<file path="src/rtl/wm8731_cfg_seq_pkg.sv">
// rtl/wm8731_cfg_seq_pkg.sv - shared types and constants for the WM8731 configuration sequencer
package wm8731_cfg_seq_pkg;

  typedef enum logic [2:0] {
    ST_IDLE,
    ST_PWRUP,
    ST_LOAD,
    ST_ISSUE,
    ST_GAP,
    ST_DONE,
    ST_ERR
  } state_e;

  localparam logic [6:0] REG_R0  = 7'h00;
  localparam logic [6:0] REG_R1  = 7'h01;
  localparam logic [6:0] REG_R2  = 7'h02;
  localparam logic [6:0] REG_R3  = 7'h03;
  localparam logic [6:0] REG_R4  = 7'h04;
  localparam logic [6:0] REG_R5  = 7'h05;
  localparam logic [6:0] REG_R6  = 7'h06;
  localparam logic [6:0] REG_R7  = 7'h07;
  localparam logic [6:0] REG_R8  = 7'h08;
  localparam logic [6:0] REG_R9  = 7'h09;
  localparam logic [6:0] REG_R15 = 7'h0F;

  localparam int         TABLE_LEN   = 11;
  localparam logic [3:0] LAST_IDX    = 4'(TABLE_LEN - 1);
  localparam logic [6:0] DEFAULT_VOL = 7'h79;

  // Codec control word: 7-bit register address above 9-bit register data.
  function automatic logic [15:0] cfg_word(input logic [6:0] addr, input logic [8:0] data);
    return {addr, data};
  endfunction

endpackage

</file>
<file path="src/rtl/wm8731_cfg_seq_rom.sv">
// rtl/wm8731_cfg_seq_rom.sv - combinational WM8731 register write table
module wm8731_cfg_rom
  import wm8731_cfg_seq_pkg::*;
(
  input  logic [3:0]  index,
  input  logic [6:0]  vol,
  output logic [15:0] word
);

  always_comb begin
    word = 16'h0000;
    case (index)
      4'd0:    word = cfg_word(REG_R15, 9'h000);
      4'd1:    word = cfg_word(REG_R6,  9'h000);
      4'd2:    word = cfg_word(REG_R0,  9'h017);
      4'd3:    word = cfg_word(REG_R1,  9'h017);
      // Headphone volume with zero-cross detect, sampled volume in the low bits.
      4'd4:    word = cfg_word(REG_R2,  {2'b01, vol});
      4'd5:    word = cfg_word(REG_R3,  {2'b01, vol});
      4'd6:    word = cfg_word(REG_R4,  9'h012);
      4'd7:    word = cfg_word(REG_R5,  9'h000);
      4'd8:    word = cfg_word(REG_R7,  9'h002);
      4'd9:    word = cfg_word(REG_R8,  9'h000);
      4'd10:   word = cfg_word(REG_R9,  9'h001);
      default: word = 16'h0000;
    endcase
  end

endmodule

</file>
<file path="src/rtl/wm8731_cfg_seq.sv">
// rtl/wm8731_cfg_seq.sv - sequences the WM8731 register table out through an I2C write master
module wm8731_cfg_seq
  import wm8731_cfg_seq_pkg::*;
#(
  parameter int PWRUP_DLY = 50000,
  parameter int GAP_DLY   = 100,
  parameter int TIMEOUT   = 1000000
) (
  input  logic       clk,
  input  logic       rst,
  input  logic       cfg_start,
  input  logic [6:0] hp_vol,
  output logic [1:0] iic_start_sig,
  output logic [7:0] iic_addr,
  output logic [7:0] iic_wrdata,
  input  logic       iic_done,
  output logic       cfg_busy,
  output logic       cfg_done,
  output logic       cfg_err,
  output logic [3:0] cfg_index
);

  state_e      state_q, state_d;
  logic [31:0] cnt_q, cnt_d;
  logic [3:0]  index_q, index_d;
  logic [6:0]  vol_q, vol_d;
  logic [7:0]  addr_q, addr_d;
  logic [7:0]  wrdata_q, wrdata_d;
  logic        start_q, start_d;
  logic        busy_q, busy_d;
  logic        done_q, done_d;
  logic        err_q, err_d;
  logic [15:0] rom_word;

  wm8731_cfg_rom u_rom (
    .index (index_q),
    .vol   (vol_q),
    .word  (rom_word)
  );

  always_comb begin
    state_d  = state_q;
    cnt_d    = cnt_q;
    index_d  = index_q;
    vol_d    = vol_q;
    addr_d   = addr_q;
    wrdata_d = wrdata_q;
    if (cfg_start) begin
      vol_d   = hp_vol;
      index_d = 4'd0;
      cnt_d   = 32'd0;
      state_d = ST_PWRUP;
    end else begin
      case (state_q)
        ST_IDLE: begin
          vol_d   = hp_vol;
          cnt_d   = 32'd0;
          state_d = ST_PWRUP;
        end
        ST_PWRUP: begin
          if (cnt_q == 32'(PWRUP_DLY - 1)) begin
            cnt_d   = 32'd0;
            state_d = ST_LOAD;
          end else begin
            cnt_d = cnt_q + 32'd1;
          end
        end
        ST_LOAD: begin
          {addr_d, wrdata_d} = rom_word;
          cnt_d   = 32'd0;
          state_d = ST_ISSUE;
        end
        ST_ISSUE: begin
          // A completion on the final cycle still counts as success.
          if (iic_done) begin
            cnt_d   = 32'd0;
            state_d = (index_q == LAST_IDX) ? ST_DONE : ST_GAP;
          end else if (cnt_q == 32'(TIMEOUT - 1)) begin
            state_d = ST_ERR;
          end else begin
            cnt_d = cnt_q + 32'd1;
          end
        end
        ST_GAP: begin
          if (cnt_q == 32'(GAP_DLY - 1)) begin
            cnt_d   = 32'd0;
            index_d = index_q + 4'd1;
            state_d = ST_LOAD;
          end else begin
            cnt_d = cnt_q + 32'd1;
          end
        end
        ST_DONE, ST_ERR: begin
          state_d = state_q;
        end
        default: state_d = ST_IDLE;
      endcase
    end
    // Status flops follow the next state so outputs change together with it.
    start_d = (state_d == ST_ISSUE);
    busy_d  = (state_d == ST_PWRUP) || (state_d == ST_LOAD) ||
              (state_d == ST_ISSUE) || (state_d == ST_GAP);
    done_d  = (state_d == ST_DONE);
    err_d   = (state_d == ST_ERR);
  end

  always_ff @(posedge clk or posedge rst) begin
    if (rst) begin
      state_q  <= ST_IDLE;
      cnt_q    <= 32'd0;
      index_q  <= 4'd0;
      vol_q    <= DEFAULT_VOL;
      addr_q   <= 8'h00;
      wrdata_q <= 8'h00;
      start_q  <= 1'b0;
      busy_q   <= 1'b0;
      done_q   <= 1'b0;
      err_q    <= 1'b0;
    end else begin
      state_q  <= state_d;
      cnt_q    <= cnt_d;
      index_q  <= index_d;
      vol_q    <= vol_d;
      addr_q   <= addr_d;
      wrdata_q <= wrdata_d;
      start_q  <= start_d;
      busy_q   <= busy_d;
      done_q   <= done_d;
      err_q    <= err_d;
    end
  end

  assign iic_start_sig = {1'b0, start_q};
  assign iic_addr      = addr_q;
  assign iic_wrdata    = wrdata_q;
  assign cfg_busy      = busy_q;
  assign cfg_done      = done_q;
  assign cfg_err       = err_q;
  assign cfg_index     = index_q;

endmodule

</file>
<file path="config.mk">
export PLATFORM = sky130hd
export DESIGN_NAME = wm8731_cfg_seq
export DESIGN_NICKNAME = d
export VERILOG_FILES = /design/src/rtl/wm8731_cfg_seq_pkg.sv /design/src/rtl/wm8731_cfg_seq_rom.sv /design/src/rtl/wm8731_cfg_seq.sv
export SDC_FILE = /design/constraint.sdc
export NUM_CORES = 1
export LEC_CHECK = 0
export CAP_MARGIN = 10
export CORE_MARGIN = 8
export CORE_UTILIZATION = 50
export CTS_CLUSTER_SIZE = 24
export DETAILED_ROUTE_END_ITERATION = 8
export PLACE_DENSITY = 0.71
export SKIP_CTS_REPAIR_TIMING = 1
export SLEW_MARGIN = 5
export SYNTH_ARGS = -nofsm -noshare
export SYNTH_HDL_FRONTEND = slang
export SYNTH_SLANG_ARGS = --single-unit
export TNS_END_PERCENT = 1
</file>
<file path="constraint.sdc">
create_clock -name clk -period 2.85 [get_ports clk]
set_input_delay 0.855 -clock clk [delete_from_list [all_inputs] [get_ports clk]]
set_output_delay 0.855 -clock clk [all_outputs]
set_load 0.01 [all_outputs]
</file>
==> flow_summary_export.csv, run 1 <==
group,metric,value,unit
placement,post-place-ws,0.2119,ns
die,floorplan.initialDensity,50.61,%
route,drt-vias-per-instance,5.522,
placement,hpwl_after_detailed_placement,5474,um
route,route.detailed.wl_per_inst,15.12,um
logic_synthesis,yosys-top-cells-count,"57 x sky130_fd_sc_hd__dfrtp_1, 42 x sky130_fd_sc_hd__nor2_1, 38 x sky130_fd_sc_hd__nand2_1",
final_layout,final_core_util,58.50,%
power_and_ir_drop,cellLeakagePower,1.745,nW
logic_synthesis,postSynthRegisterBits,62,
die,die-height,101.0,um
power_and_ir_drop,power_density,410.0,nW/um2
sta,slew_violations,0,
min_path,min_path_type,"flip-flop to flip-flop",
final_layout,fin_nets,429,
sta,period_share,92.00,%
final_layout,postLayoutCellArea,4175,um2
die,core,7137,um2
final_layout,antenna_cells_inserted,0,
status,run_status,"complete, no violations",
die,row_count,31,
logic_synthesis,syn_inst,380,
final_layout,fill_cells,654,
power_and_ir_drop,power_switching,0.0003833,W
logic_synthesis,synth.distinct_cells,69,
worst_setup_path,critPathKind,"flip-flop to flip-flop",
die,pin_count,36,
worst_setup_path,crit_top_cell,"sky130_fd_sc_hd__buf_4",
route,route.final.wire_length,7816,um
clocking,path_clk_slew,0.07,ns
clocking,clock_path_buffers,2,
sta,final.setup.tns,0,ns
logic_synthesis,netlist.top_cell.by_area,"sky130_fd_sc_hd__dfrtp_1",
power_and_ir_drop,power_frac_seq,53.1,%
logic_synthesis,synth_ff_type,"sky130_fd_sc_hd__dfrtp_1",
power_and_ir_drop,power_internal,0.001329,W
worst_setup_path,crit_path_start_kind,"flip-flop",
logic_synthesis,synth.yosys.seq_area_share,43.12,%
sta,finalHoldViolations,0,
sta,layout_min_cycle_time,2.622,ns
clocking,cts_inserted_buffers,9,
power_and_ir_drop,swShare,22.39,%
worst_setup_path,cp_data_arrival_time,2.83,ns
die,die_w,101.0,um
logic_synthesis,yosys.cell_count.top_type,"sky130_fd_sc_hd__dfrtp_1",
final_layout,layout-drive-gt1-share,16.51,%
die,die-area,10200,um2
sta,rsz0062_at_grt,"no",
logic_synthesis,post-synth-top-area-fraction,39.49,%
worst_setup_path,path_max_fanout,13,
sta,final-setup-viol-count,0,
worst_setup_path,crit_path_max_incr_delay,0.42,ns
logic_synthesis,synth_async_sr_flop_share,100.0,%
logic_synthesis,syn-cell-area,3612,um2
sta,worstMarginPinSlew,0.6009,ns
global_routing,globalRouteOverflowTotal,0,
sta,timing.fmax,381.4,MHz
placement,gp_routability_congestion,0.8324,
clocking,h-tree-depth,3,
clocking,cts.sinks,62,
power_and_ir_drop,max-vdd-ir-drop,215.8,uV
worst_setup_path,cp_cell_sequence,"ha_1 > or2b_2 > nor4bb_4 > a21o_1 > a211o_1 > buf_4 > buf_4 > nor2b_1 > o21ai_0 > o31ai_2",
logic_synthesis,synth-edff-count,0,
power_and_ir_drop,power_frac_comb,5.6,%
global_routing,grt_pass1_vias,2679,
route,detailroute.via_count,2855,
job,max_cap_violations,0,
route,drt_first_iter_violations,283,
clocking,cts_tree,"yes",
global_routing,grt_usage,16.18,%
global_routing,grt_antenna_before_repair,0,
placement,buffer_ports.inserted,30,
clocking,clock_root_buffer,"sky130_fd_sc_hd__clkbuf_8",
worst_setup_path,critPathRequiredTime,3.06,ns
final_layout,syn_to_final_growth,15.59,%
logic_synthesis,postSynthAreaPerCell,9.506,um2
placement,dpl-instance-area,3995,um2
logic_synthesis,synth.area.top_cells,"sky130_fd_sc_hd__dfrtp_1 39%, sky130_fd_sc_hd__nor2_1 4.4%, sky130_fd_sc_hd__nand2_1 3.9%, sky130_fd_sc_hd__dfstp_2 3.6%, sky130_fd_sc_hd__o21ai_0 3.6%",
route,antenna_violating_nets_post_route,0,
sta,postLayoutSetupSlackWorst,0.2280,ns
global_routing,first_pass_grt_wire_length,13070,um
worst_setup_path,crit_path_capture_type,"flip-flop",
sta,clock_skew,0.009286,ns
sta,timing.slew.headroom,59.63,%
global_routing,grt_max_degree,63,
route,drtPass1Iterations,5,
logic_synthesis,ys.warnings.count,0,
worst_setup_path,slowest_stage,"sky130_fd_sc_hd__dfrtp_1",
clocking,clk-insertion-delay-late,0.34,ns
power_and_ir_drop,clock_power_share,41.3,%
route,drc,0,
==> cells in the final DEF, fill, tap and decap left out, drive strengths merged, types with 8 or more instances in the layout <==
cell type	netlist	routed
nor3	12	12
o21ai	39	39
nand3	8	8
clkbuf	6	16
clkdlybuf4s50	0	30
nand2	38	38
nor2	43	43
o31ai	14	14
mux2	8	8
buf	19	13
dfrtp	57	57
a21oi	21	21
nand4	9	9
inv	12	12
==> path summary, 6_finish.rpt <==
kind / from / to / slack (ns) / cells past startpoint
min in group asynchronous: rst / cnt_q[2] / 0.90 / 3
setup reg to reg: cnt_q[0] / cnt_q[4] / 0.23 / 10
setup / recovery: cnt_q[0] / cnt_q[4] / 0.23 / 10
hold reg to reg: iic_addr[3] / iic_addr[3] / 0.48 / 2
hold / removal: iic_addr[3] / iic_addr[3] / 0.48 / 2
max in group asynchronous: rst / vol_q[0] / 1.62 / 3
==> routing by layer <==
| layer | vias to the layer above | GRT usage (%) | wire length, um | share of wire [%] |
|---|---|---|---|---|
| met5 | - | 0 | 0 | 0 |
| met4 | 0 | 9.737 | 127 | 1.6 |
| met3 | 12 | 3.246 | 451 | 5.8 |
| met2 | 81 | 24.15 | 3533 | 45 |
| met1 | 1348 | 21.10 | 3705 | 47 |
| li1 | 1414 | - | - | - |
==> per-stage QoR <==
stage / instances / power (W) / hold WS, ns
CTS: 517 / 0.001732 / 0.4814
global route: 517 / 0.001783 / 0.4997
global placement: 501 / 0.001020 / 0.4582
detailed placement: 501 / 0.001021 / 0.4655
finish: 517 / 0.001712 / 0.4783
floorplan: 384 / 0.0009911 / 0.4614
==> kinds of logic (layout without fill, tap and decap cells) <==
group,after synthesis,count (layout),synth area share [%]
AOI/OAI and AO/OA,98,98,18.98
adders and majority gates,5,5,1.732
DFF,62,62,43.12
xor gates and xnor gates,8,8,1.940
buffers and inverters,37,71,5.853
other,1,5,0.1038
muxes,13,13,3.880
and+or+nand+nor,156,156,24.39
==> state kept, by name, indices dropped and copies added (netlist names) <==
register and cells:
cfg_busy 1, start_q 1, cfg_done 1, cfg_index 4, cfg_err 1, iic_wrdata 8, vol_q 7, cnt_q 32
iic_addr 4, state_q 3
==> area by class of cell <==
| type | count | area, um2 | area share [%] |
|---|---|---|---|
| flip-flops and latches | 62 | 1558 | 37.31 |
| clock buffers | 16 | 180.2 | 4.315 |
| inverters | 12 | 45.04 | 1.079 |
| well taps | 99 | 123.9 | 2.967 |
| multi-input cells | 285 | 1858 | 44.50 |
| repair buffers | 43 | 410.4 | 9.829 |
==> power by group through the flow <==
stage | registers, W | clock network [W] | logic (W)
detailed placement | 0.000925 | 0 | 0.0000968
finish | 0.000909 | 0.000707 | 0.0000966
floorplan | 0.000923 | 0 | 0.0000686
global placement | 0.000924 | 0 | 0.0000959
global route | 0.000910 | 0.000764 | 0.000109
CTS | 0.000908 | 0.000727 | 0.0000971
==> critical path: cells and delay by family, from the launching register on <==
kind | cells | cell delay (ns)
AND/OR/NAND/NOR | 3 | 0.82
AO/OA/AOI/OAI | 4 | 0.61
flip-flops | 1 | 0.42
buffers and inverters | 2 | 0.39
adder cells (fa/ha/maj) | 1 | 0.25
(Power assumes the default switching activity.)
==> run 2: changes to the inputs <==
Settings changed: ABC_AREA set to 1.
==> flow_summary_export.csv, run 2 <==
group,metric,value,unit
worst_setup_path,crit_path_capture_type,"flip-flop",
logic_synthesis,netlist.top_cell.by_area,"sky130_fd_sc_hd__dfrtp_1",
final_layout,largest_register,"cnt_q",
power_and_ir_drop,power_switching,0.0004426,W
job,max_cap_violations,0,
logic_synthesis,yosys.cell_count.top_type,"sky130_fd_sc_hd__nand2_1",
power_and_ir_drop,clock_power_share,43.9,%
worst_setup_path,worst_path_dominant_cell_family,"simple AND/OR/NAND/NOR gates",
logic_synthesis,synth.distinct_cells,34,
route,drtPass1Iterations,5,
worst_setup_path,crit_path_start_kind,"flip-flop",
logic_synthesis,syn-cell-area,4080,um2
placement,gp_routability_congestion,0.9325,
route,drt-vias-per-instance,5.196,
clocking,clock_root_buffer,"sky130_fd_sc_hd__clkbuf_8",
sta,final.hold.worst_slack,0.4877,ns
worst_setup_path,path_max_fanout,22,
clocking,clock_path_buffers,2,
sta,clock_skew,0.01139,ns
sta,layout_min_cycle_time,2.301,ns
power_and_ir_drop,power_frac_seq,50.8,%
worst_setup_path,cp_cell_sequence,"ha_1 > nand2_1 > nor2_2 > nand3_1 > nor2_1 > nand3_1 > nand2_1 > inv_1 > nand2_1 > nand2_1 > buf_12 > inv_1 > nor2_1",
min_path,min_path_type,"flip-flop to flip-flop",
worst_setup_path,critical_path_buf_inv_count,3,
logic_synthesis,synth_ff_type,"sky130_fd_sc_hd__dfrtp_1",
sta,final-setup-viol-count,0,
worst_setup_path,timing.reg2reg.worst_path_depth,13,
worst_setup_path,cp_num_cells,13,
worst_setup_path,crit_top_cell,"sky130_fd_sc_hd__nand2_1",
route,drc,0,
final_layout,final_common_cell,"sky130_fd_sc_hd__nand2_1",
logic_synthesis,yosys-top-cells-count,"179 x sky130_fd_sc_hd__nand2_1, 90 x sky130_fd_sc_hd__inv_1, 87 x sky130_fd_sc_hd__nor2_1",
worst_setup_path,crit_path_max_incr_delay,0.41,ns
worst_setup_path,critPathKind,"flip-flop to flip-flop",
clocking,cts_inserted_buffers,9,
sta,timing.fmax,434.7,MHz
die,die_w,106.3,um
logic_synthesis,postSynthAreaPerCell,6.624,um2
placement,buffer_ports.inserted,30,
power_and_ir_drop,max-vdd-ir-drop,216.1,uV
final_layout,antenna_cells_inserted,0,
route,highest-signal-layer,"met4",
global_routing,grt_max_degree,47,
route,met3_wirelength,495,um
die,core,8051,um2
route,detailroute.via_count,3959,
sta,period_share,80.72,%
route,drt-met1-wl,4590,um
clocking,cts.sinks,62,
route,drt_first_iter_violations,255,
die,die-area,11310,um2
logic_synthesis,synth_async_sr_flop_share,100.0,%
final_layout,final_core_util,58.34,%
route,route.detailed.wl_per_inst,13.41,um
power_and_ir_drop,power_density,378.9,nW/um2
worst_setup_path,cp_data_arrival_time,2.54,ns
global_routing,grt_antenna_before_repair,0,
logic_synthesis,synth.yosys.seq_area_share,38.18,%
logic_synthesis,syn_inst,616,
worst_setup_path,critPathRequiredTime,3.09,ns
clocking,path_clk_slew,0.08,ns
route,route.final.wire_length,10220,um
final_layout,syn_to_final_growth,15.12,%
sta,rsz0062_at_grt,"no",
global_routing,grt_pass1_vias,3872,
logic_synthesis,post-synth-top-area-fraction,34.96,%
power_and_ir_drop,power_internal,0.001337,W
die,pin_count,36,
sta,final.setup.tns,0,ns
die,row_count,33,
clocking,h-tree-depth,3,
logic_synthesis,postSynthRegisterBits,62,
worst_setup_path,slowest_stage,"sky130_fd_sc_hd__dfrtp_1",
clocking,clk-insertion-delay-late,0.35,ns
logic_synthesis,synth-edff-count,0,
final_layout,fin_nets,668,
sta,worstMarginPinSlew,0.5092,ns
global_routing,globalRouteOverflowTotal,0,
final_layout,largest_reg_flops,32,
logic_synthesis,ys.warnings.count,0,
final_layout,layout-drive-gt1-share,9.589,%
power_and_ir_drop,swShare,24.87,%
power_and_ir_drop,power_frac_comb,5.3,%
clocking,cts_tree,"yes",
power_and_ir_drop,cellLeakagePower,2.295,nW
route,wl_met2,4917,um
route,antenna_violating_nets_post_route,0,
final_layout,fill_cells,782,
global_routing,grt_usage,19.02,%
min_path,hold-path-cell-count,2,
die,floorplan.initialDensity,50.68,%
status,run_status,"complete, no violations",
placement,hpwl_after_detailed_placement,7689,um
final_layout,final_cell_mix,"179 x sky130_fd_sc_hd__nand2_1, 89 x sky130_fd_sc_hd__inv_1, 87 x sky130_fd_sc_hd__nor2_1, 57 x sky130_fd_sc_hd__nand3_1, 57 x sky130_fd_sc_hd__dfrtp_1",
sta,finalHoldViolations,0,
global_routing,first_pass_grt_wire_length,17770,um
logic_synthesis,synth.area.top_cells,"sky130_fd_sc_hd__dfrtp_1 35%, sky130_fd_sc_hd__nand2_1 16%, sky130_fd_sc_hd__inv_1 8.3%, sky130_fd_sc_hd__nor2_1 8.0%, sky130_fd_sc_hd__nand3_1 7.0%",
sta,slew_violations,0,
die,die-height,106.3,um
sta,timing.slew.headroom,66.00,%
run 2: cell types whose count changed after synthesis, moves of 10 or more:
cell and change:
sky130_fd_sc_hd__nand2_1 +141, sky130_fd_sc_hd__inv_1 +78, sky130_fd_sc_hd__nand3_1 +51, sky130_fd_sc_hd__nor2_1 +45, sky130_fd_sc_hd__a21oi_1 -16, sky130_fd_sc_hd__nand4_1 +10
run 2: per-stage QoR:
| step | instances | area (um2) | worst slack [ns] | power, W |
|---|---|---|---|---|
| finish | 762 | 4697 | 0.5494 | 0.001780 |
| CTS | 762 | 4697 | 0.5474 | 0.001810 |
| detailed placement | 746 | 4498 | 0.3719 | 0.001018 |
| global placement | 746 | 4498 | 0.3883 | 0.001016 |
| floorplan | 620 | 4095 | 0.4619 | 0.0009813 |
| global route | 762 | 4697 | 0.2747 | 0.001863 |
run 2: kinds of logic after synthesis:
| logic type | Yosys count | synth area share, % |
|---|---|---|
| other cells | 1 | 0.09191 |
| mux | 1 | 0.2760 |
| flops | 62 | 38.18 |
| xor+xnor | 1 | 0.2147 |
| simple gates | 375 | 39.68 |
| buf+inv | 114 | 11.93 |
| fa+ha+maj | 5 | 1.533 |
| compound gates | 57 | 8.096 |
run 2: power by group through the flow:
stage               Sequential (W)  Combinational (W)  Clock [W]
floorplan                 0.000919          0.0000620          0
global placement          0.000921          0.0000956          0
detailed placement        0.000921          0.0000971          0
CTS                       0.000904          0.0000976   0.000808
global route              0.000906           0.000111   0.000847
finish                    0.000904          0.0000951   0.000781
run 2: area by class of cell:
cell class	count	area (um2)	share of cell area [%]
clock inverters	7	75.07	1.598
inverters	98	367.9	7.832
multi-input cells	444	2051	43.66
flip-flops and latches	62	1558	33.16
repair buffers	37	390.4	8.311
well taps	105	131.4	2.797
clock buffers	9	123.9	2.637
run 2: final timing paths:
| kind | startpoint | end | slack [ns] |
|---|---|---|---|
| setup / recovery | cnt_q[0] | cnt_q[9] | 0.55 |
| hold / removal | iic_addr[2] | iic_addr[2] | 0.49 |
| setup reg to reg | cnt_q[0] | cnt_q[9] | 0.55 |
| hold reg to reg | iic_addr[2] | iic_addr[2] | 0.49 |
| max in group asynchronous | rst | cnt_q[0] | 1.44 |
| min in group asynchronous | rst | iic_wrdata[6] | 0.86 |
run 2: per-layer routing:
layer  track usage [%]  up-vias
met1             23.05     1837
met5                 0        -
li1                  -     2004
met2             32.04       97
met3             4.053       21
met4             7.940        0
run 2: worst reg2reg max path, stage by stage (launching register included):
cell,delay (ns)
sky130_fd_sc_hd__dfrtp_1,0.41
sky130_fd_sc_hd__ha_1,0.29
sky130_fd_sc_hd__nand2_1,0.11
sky130_fd_sc_hd__nor2_2,0.16
sky130_fd_sc_hd__nand3_1,0.09
sky130_fd_sc_hd__nor2_1,0.31
sky130_fd_sc_hd__nand3_1,0.13
sky130_fd_sc_hd__nand2_1,0.09
sky130_fd_sc_hd__inv_1,0.05
sky130_fd_sc_hd__nand2_1,0.08
sky130_fd_sc_hd__nand2_1,0.09
sky130_fd_sc_hd__buf_12,0.17
sky130_fd_sc_hd__inv_1,0.15
sky130_fd_sc_hd__nor2_1,0.07
